==> config.mk <==
export PLATFORM = sky130hd
export DESIGN_NAME = gen_out_scl
export DESIGN_NICKNAME = d
export VERILOG_FILES = /design/src/rtl/gen_out_scl.sv
export SDC_FILE = /design/constraint.sdc
export NUM_CORES = 1
export LEC_CHECK = 0
export ABC_AREA = 0
export CAP_MARGIN = 20
export CELL_PAD_IN_SITES_DETAIL_PLACEMENT = 0
export CELL_PAD_IN_SITES_GLOBAL_PLACEMENT = 1
export CORE_MARGIN = 1
export CORE_UTILIZATION = 45
export DETAILED_ROUTE_END_ITERATION = 6
export DONT_BUFFER_PORTS = 1
export PLACE_DENSITY = 0.81
export SYNTH_ARGS = -nofsm -noshare
export SYNTH_HDL_FRONTEND = slang
export SYNTH_SLANG_ARGS = --single-unit
==> constraint.sdc <==
create_clock -name clk -period 6.8 [get_ports clk]
set_input_delay 0.68 -clock clk [delete_from_list [all_inputs] [get_ports clk]]
set_output_delay 0.68 -clock clk [all_outputs]
set_load 0.02 [all_outputs]
==> src/rtl/gen_out_scl.sv <==
// gen_out_scl: output scaling stage behind the signal generator.
// Applies a per-channel gain and DC offset to the generator's signed
// sample stream, saturates to the DAC word width and forwards the result
// on an AXI4-Stream style master.  A mute (cfg_ena) and a saturation
// event counter are provided for the register block.
module gen_out_scl #(
    parameter int DWI = 14,  // input sample width (signed)
    parameter int DWM = 16,  // gain width (signed, unity = 2^(DWM-2))
    parameter int DWS = 14,  // offset width (signed)
    parameter int DWO = 14,  // output sample width (signed)
    parameter int CNW = 16   // saturation counter width
) (
    input  logic                  clk,
    input  logic                  rst,
    // input stream from the generator
    input  logic signed [DWI-1:0] sti_tdata,
    input  logic                  sti_tlast,
    input  logic                  sti_tvalid,
    output logic                  sti_tready,
    // output stream toward the DAC
    output logic signed [DWO-1:0] sto_tdata,
    output logic                  sto_tlast,
    output logic                  sto_tvalid,
    input  logic                  sto_tready,
    // configuration
    input  logic signed [DWM-1:0] cfg_mul,
    input  logic signed [DWS-1:0] cfg_sum,
    input  logic                  cfg_ena,
    input  logic                  cfg_clr,
    // status
    output logic        [CNW-1:0] sts_sat
);

    // Full product width, and the width of the shifted-plus-offset sum.
    // The shifted product fits in DWI+2 bits; one extra bit over the wider
    // of the two addends makes the addition overflow free.
    localparam int PW = DWI + DWM;
    localparam int SW = ((DWI + 2 > DWS) ? DWI + 2 : DWS) + 1;

    // Output clipping limits expressed at the sum width.
    localparam logic signed [SW-1:0] OMAX = SW'((1 << (DWO - 1)) - 1);
    localparam logic signed [SW-1:0] OMIN = ~OMAX;

    // Global pipeline enable: the whole pipe moves unless the output is stalled.
    logic ce;
    logic xfer_in;
    logic xfer_out;

    assign ce         = ~sto_tvalid | sto_tready;
    assign sti_tready = ce & ~rst;
    assign xfer_in    = sti_tvalid & sti_tready;
    assign xfer_out   = sto_tvalid & sto_tready;

    // Stage 1 registers: exact product plus the config captured with the sample.
    logic                  s1_vld;
    logic signed [PW-1:0]  s1_p;
    logic signed [DWS-1:0] s1_sum;
    logic                  s1_ena;
    logic                  s1_last;

    // Stage 2 registers: gain-scaled sample with offset applied.
    logic                  s2_vld;
    logic signed [SW-1:0]  s2_s;
    logic                  s2_ena;
    logic                  s2_last;

    // Stage 3 saturation flag travels with the output word.
    logic                  s3_sat;

    // Combinational helpers between stages.
    logic signed [PW-1:0]  p_shr;
    logic signed [SW-1:0]  s2_next;
    logic signed [DWO-1:0] sat_data;
    logic                  sat_flag;

    // Arithmetic shift floors toward -inf; offset is sign-extended to the sum width.
    assign p_shr   = s1_p >>> (DWM - 2);
    assign s2_next = SW'(p_shr) + SW'(s1_sum);

    // S1: multiply the accepted sample by its gain and capture the config set.
    always_ff @(posedge clk) begin
        if (rst) begin
            s1_vld  <= 1'b0;
            s1_p    <= '0;
            s1_sum  <= '0;
            s1_ena  <= 1'b0;
            s1_last <= 1'b0;
        end else if (ce) begin
            s1_vld <= xfer_in;
            if (xfer_in) begin
                s1_p    <= PW'(sti_tdata) * PW'(cfg_mul);
                s1_sum  <= cfg_sum;
                s1_ena  <= cfg_ena;
                s1_last <= sti_tlast;
            end
        end
    end

    // S2: rescale the product and add the offset.
    always_ff @(posedge clk) begin
        if (rst) begin
            s2_vld  <= 1'b0;
            s2_s    <= '0;
            s2_ena  <= 1'b0;
            s2_last <= 1'b0;
        end else if (ce) begin
            s2_vld <= s1_vld;
            if (s1_vld) begin
                s2_s    <= s2_next;
                s2_ena  <= s1_ena;
                s2_last <= s1_last;
            end
        end
    end

    // Clip the sum to the DAC range, or force zero when the sample was muted.
    always_comb begin
        sat_flag = 1'b0;
        sat_data = DWO'(s2_s);
        if (!s2_ena) begin
            sat_data = '0;
        end else if (s2_s > OMAX) begin
            sat_data = DWO'(OMAX);
            sat_flag = 1'b1;
        end else if (s2_s < OMIN) begin
            sat_data = DWO'(OMIN);
            sat_flag = 1'b1;
        end
    end

    // S3: output register; holds while the downstream stalls.
    always_ff @(posedge clk) begin
        if (rst) begin
            sto_tvalid <= 1'b0;
            sto_tdata  <= '0;
            sto_tlast  <= 1'b0;
            s3_sat     <= 1'b0;
        end else if (ce) begin
            sto_tvalid <= s2_vld;
            if (s2_vld) begin
                sto_tdata <= sat_data;
                sto_tlast <= s2_last;
                s3_sat    <= sat_flag;
            end
        end
    end

    // Count clipped output transfers; sticks at all ones and clear has priority.
    always_ff @(posedge clk) begin
        if (rst) begin
            sts_sat <= '0;
        end else if (cfg_clr) begin
            sts_sat <= '0;
        end else if (xfer_out && s3_sat && !(&sts_sat)) begin
            sts_sat <= sts_sat + 1'b1;
        end
    end

endmodule

# Yosys cells after proc, flatten, opt, wreduce, memory -nomap -nowiden
# Cells that the tools add are included.
dict set report word_totals {
  output_inout_bits 33
  mem_bits_rw 0
  latchBits 0
  mem_bits_ro 0
  memories 0
  register_bits 100
  elab_cells 39
}
dict set report op_classes {
  n_reduce_logical 8
  shift 0
  n_div 0
  mux 6
  order_cmp 2
  multipliers 1
  n_eq_ne 0
  bitwise 6
  n_addsub 2
}
# operator count
set ops {}
lappend ops {{$mux 14} 3}
lappend ops {{$mul 14x16->30} 1}
lappend ops {{$add 16x14->17} 1}
lappend ops {{$gt 17x14->1 const B} 1}
lappend ops {{$lt 17x14->1 const B} 1}
lappend ops {{$add 16x1->16 const B} 1}
lappend ops {{$reduce_and 16->1} 1}
lappend ops {{$reduce_and 2->1} 3}
lappend ops {{$and 1x1->1} 3}
lappend ops {{$mux 1} 3}
lappend ops {{$logic_and 1x1->1} 2}
lappend ops {{$not 1->1} 2}
lappend ops {{$reduce_or 2->1} 1}
lappend ops {{$logic_not 1->1} 1}
lappend ops {{$or 1x1->1} 1}

# Logic depth before layout (Yosys ltp)
dict set report logic_depth {
  depth_word 5
  depth_mapped 23
  ltp_nobuf 22
}

# Worst setup path after synthesis
# Ideal clock, no wire load.
dict set report synth_path {
  path_kind {in2reg}
  startpoint {input cfg_mul[7]}
  endpoint {register s1_p[22]}
  path_buffers 1
  path_stages 22
  arrival_time_ns 6.085
  t_required_ns 6.673
  slack_ns 0.587
  path_cell_list {clkbuf_1 and2_1 fa_1 inv_1 fa_1 inv_1 fa_1 inv_1 fa_1 inv_1 fa_1 inv_1 fa_1 inv_1 ha_1 a21boi_1 a311o_1 a211o_4 a31o_2 a21oi_1 xor2_1 o21ai_1}
}
dict set report synth_via {
  elab_chain_len 1
}
# item line
set synth_lines {}
lappend synth_lines {{start, declared} 26} ;# input logic signed [DWM-1:0] cfg_mul,
lappend synth_lines {{$mul 14x16->30} 91} ;# s1_p <= PW'(sti_tdata) * PW'(cfg_mul);
lappend synth_lines {{end signal, assigned} 91}
lappend synth_lines {{end, declared} 56} ;# logic signed [PW-1:0] s1_p;
# No other way between the ends.
# A chain may end at the register's enable or synchronous reset.

# Final worst setup path
dict set report layout_path {
  startpoint {input sti_tdata[2]}
  endpoint {register s1_p[22]}
}
dict set report layout_via {
  elab_chain_len 1
}
# item line
set layout_lines {}
lappend layout_lines {{start, declared} 16} ;# input logic signed [DWI-1:0] sti_tdata,
lappend layout_lines {{$mul 14x16->30} 91}
# No other way between the ends.

==> flow_metrics.py <==
metrics = {
    "synthesis": {
        "syn-cell-area_mm2": 0.0119,
        "synthAdderAreaFrac_pct": 45.8,
        "synthFlopType": "dfxtp_1",
        "ys_warn_count": 0,
        "netlist_instances": 1352,
        "synth.net_count": 1707,
        "yosysUniqueCellTypes": 55,
        "synth-simple-area-share_pct": 18.9,
        "synth_edf_count": 0,
        "yosys-top-cells-area": "fa_1, dfxtp_1, ha_1, inv_1, and2_1",
        "yosys_register_bits": 86,
        "synth_largest_area_cell": "fa_1",
        "synth-compound-area-share_pct": 7.76,
        "post-synth-top-area-fraction_pct": 36.8,
        "synth_seq_area_share_pct": 14.5,
        "post_synth_mux_area_share_pct": 0.168,
        "yosys.area_share.xor_xnor_pct": 3.16,
        "avgSynthCellArea_um2": 8.81,
        "synth_top_family_by_area": "adder cells",
        "synth-async-reset-ratio_pct": 0,
    },
    "critical_path": {
        "path_class": "input pin to flip-flop",
        "critPathMaxFanout": 16,
        "worstPathArrival_ns": 6.15,
        "rr_worst_depth": 11,
        "start_kind": "input pin",
        "required_ns": 7.01,
        "end_kind": "flip-flop",
    },
    "drt": {
        "wl_per_cell_um": 15.3,
        "vias": 8487,
        "dr.pass1.iters": 5,
        "routed_wl_mm": 25.3,
        "route.detailed.drc": 0,
        "ant_nets": 0,
        "drt_iter0_drc": 421,
        "vias_per_cell": 5.13,
    },
    "timing": {
        "hold_violations": 0,
        "rsz0062_at_grt": "no",
        "slew_headroom_pct": 46.5,
        "finalMaxSlewViolations": 0,
        "clock.fmax_mhz": 169,
        "post-route-period-util_pct": 87.3,
        "fin_skew_ns": 0.00543,
        "tightest_slew_ns": 0.801,
        "finalSetupViolations": 0,
        "tns_ns": 0,
        "finalCriticalPeriod_ns": 5.93,
    },
    "floorplanning": {
        "core-area_mm2": 0.0260,
        "die-area_mm2": 0.0271,
        "ioPinCount": 84,
        "start_util_pct": 45.8,
        "die_x_um": 165,
        "rows": 59,
        "die_h_um": 165,
    },
    "power_and_ir_drop": {
        "vdd_ir_drop_max_uv": 563,
        "finalPower_w": 0.00677,
        "powerDensity_mw_per_mm2": 543,
        "leakagePower_nw": 5.92,
    },
    "finish": {
        "diodes": 0,
        "instances_no_fill": 1654,
        "fillCellCount": 2506,
        "drive_gt1_share_pct": 2.20,
        "final_nets": 1669,
        "area.growth.synth_to_final_pct": 4.71,
    },
    "clock_network": {
        "cts_tree": "done",
        "cts_setup_buffers": 0,
        "cts.sinks": 86,
        "clkTransAtPathRegs_ns": 0.06,
        "cts_resized": 0,
        "hold_buffers": 0,
        "insertion_delay_ns": 0.34,
        "clk_path_buf_depth": 2,
        "numCtsBuffers": 9,
        "cts_root_buf": "clkbuf_16",
        "htreeDepth": 3,
    },
    "grt": {
        "grt_pass1_wl_mm": 44.0,
        "antenna_found_initial": 0,
        "grt_start_max_net_pins": 47,
        "grt_pass1_vias": 9221,
        "overflow": 0,
        "grtUsageTotal_pct": 20.6,
    },
    "placed_design": {
        "dp_hpwl_mm": 20.6,
        "placed_cells": 1638,
        "numPortBuffers": 0,
        "place_congestion": 0.809,
    },
    "min_path": {
        "hold_path_class": "input pin to flip-flop",
        "hold_depth": 1,
    },
    "job": {
        "cap_violations": 0,
    },
    "run_status": {
        "status": "finished clean",
    },
}
[where the power goes]
| part | switching, W | leakage (nW) | internal (W) |
|---|---|---|---|
| sequential | 0.0000372 | 0.702 | 0.000576 |
| clock | 0.000200 | 0.144 | 0.000304 |
| combinational | 0.00315 | 5.07 | 0.00250 |
| total | 0.00339 | 5.92 | 0.00338 |
[routing by layer]
| metal | up-vias | global-route usage (%) | share of wire [%] | routed length [µm] |
|---|---|---|---|---|
| li1 | 4076 | - | - | - |
| met1 | 4233 | 25.3 | 43 | 10800 |
| met2 | 140 | 37.0 | 51 | 12800 |
| met3 | 38 | 3.54 | 3.8 | 960 |
| met4 | 0 | 5.38 | 2.6 | 657 |
| met5 | - | 0 | 0 | 0 |
[Yosys cell counts, drive strengths merged (2+ instances only)]
cell type,instances
a211o,5
a211oi,7
a21o,5
a21oi,50
a31oi,3
and2,120
and3,7
and4,3
clkbuf,52
dfxtp,86
fa,219
ha,85
inv,256
mux2i,2
nand2,192
nand2b,7
nand3,46
nand4,7
nor2,49
nor2b,6
nor3,15
nor3b,3
nor4b,2
o211ai,5
o21a,6
o21ai,39
o21bai,2
o31ai,5
or2,3
or3,5
xnor2,29
xor2,14
[stage by stage]
step / worst slack (ns) / cell area (µm²) / hold WS (ns) / utilization [%]
2_1_floorplan: 0.587 / 11900 / 0.429 / -
3_3_place_gp: 0.547 / 12200 / 0.435 / 46.8
3_5_place_dp: 0.483 / 12200 / 0.439 / 46.8
4_1_cts: 0.858 / 12500 / 0.394 / 48.0
5_1_grt: 0.605 / 12500 / 0.387 / 48.0
6_report: 0.865 / 12500 / 0.408 / 48.0
[cells in the final DEF, fill, tap and decap left out, types with 6 or more instances in the layout]
master,n
nor2b_1,6
a211oi_1,7
fa_1,219
a21oi_1,49
nand4_1,7
nand2b_1,7
clkbuf_16,9
inv_1,256
and3_1,7
nor3_1,15
xor2_1,14
ha_1,85
nand3_1,46
dfxtp_1,86
o21ai_0,24
xnor2_1,29
o21a_1,6
nand2_1,192
nor2_1,49
and2_1,120
o21ai_1,15
[worst max-delay path, cell delays in order]
cell and delay [ns]:
and2_1 0.16, fa_1 0.54, inv_1 0.06, fa_1 0.54
inv_1 0.05, fa_1 0.50, inv_1 0.05, fa_1 0.47
inv_1 0.05, fa_1 0.52, inv_1 0.05, fa_1 0.52
inv_1 0.04, ha_1 0.29, a21boi_1 0.13, a311o_1 0.42
a211o_4 0.40, a31o_2 0.26, a21oi_1 0.17, xor2_1 0.16
o21ai_1 0.07
[state kept, by name, indices dropped and copies added (netlist names)]
register and cells:
sto_tdata 14, s3_sat 1, s1_ena 1, sto_tlast 1, s1_sum 14, s2_last 1, s2_s 17, sto_tvalid 1
s2_vld 1, s2_ena 1, s1_last 1, s1_vld 1, sts_sat 16, s1_p 16
[area by class of cell]
cell class	instances	area (µm²)	area share [%]
inverters	257	965	7.74
flip-flops and latches	86	1720	13.8
multi-input cells	956	9020	72.4
clock inverters	5	57.6	0.462
well taps	335	419	3.36
repair buffers	4	30.0	0.241
clock buffers	11	253	2.03
[final timing paths]
kind,from,end,slack [ns]
worst min register to register,s2_s[8],s2_s[8],0.45
worst max register to register,s1_sum[0],s2_s[16],4.02
worst max-delay path,sti_tdata[2],s1_p[22],0.87
worst min-delay path,rst,sto_tdata[13],0.41
[cell families (layout without fill, tap and decap cells)]
group | count (synthesis) | count (layout)
and+or+nand+nor | 466 | 466
muxes | 2 | 2
DFF | 86 | 86
buffers and inverters | 310 | 277
adders and majority gates | 304 | 304
xor gates and xnor gates | 43 | 43
AOI/OAI and AO/OA | 141 | 141
Power figures use the tool's default switching activity.
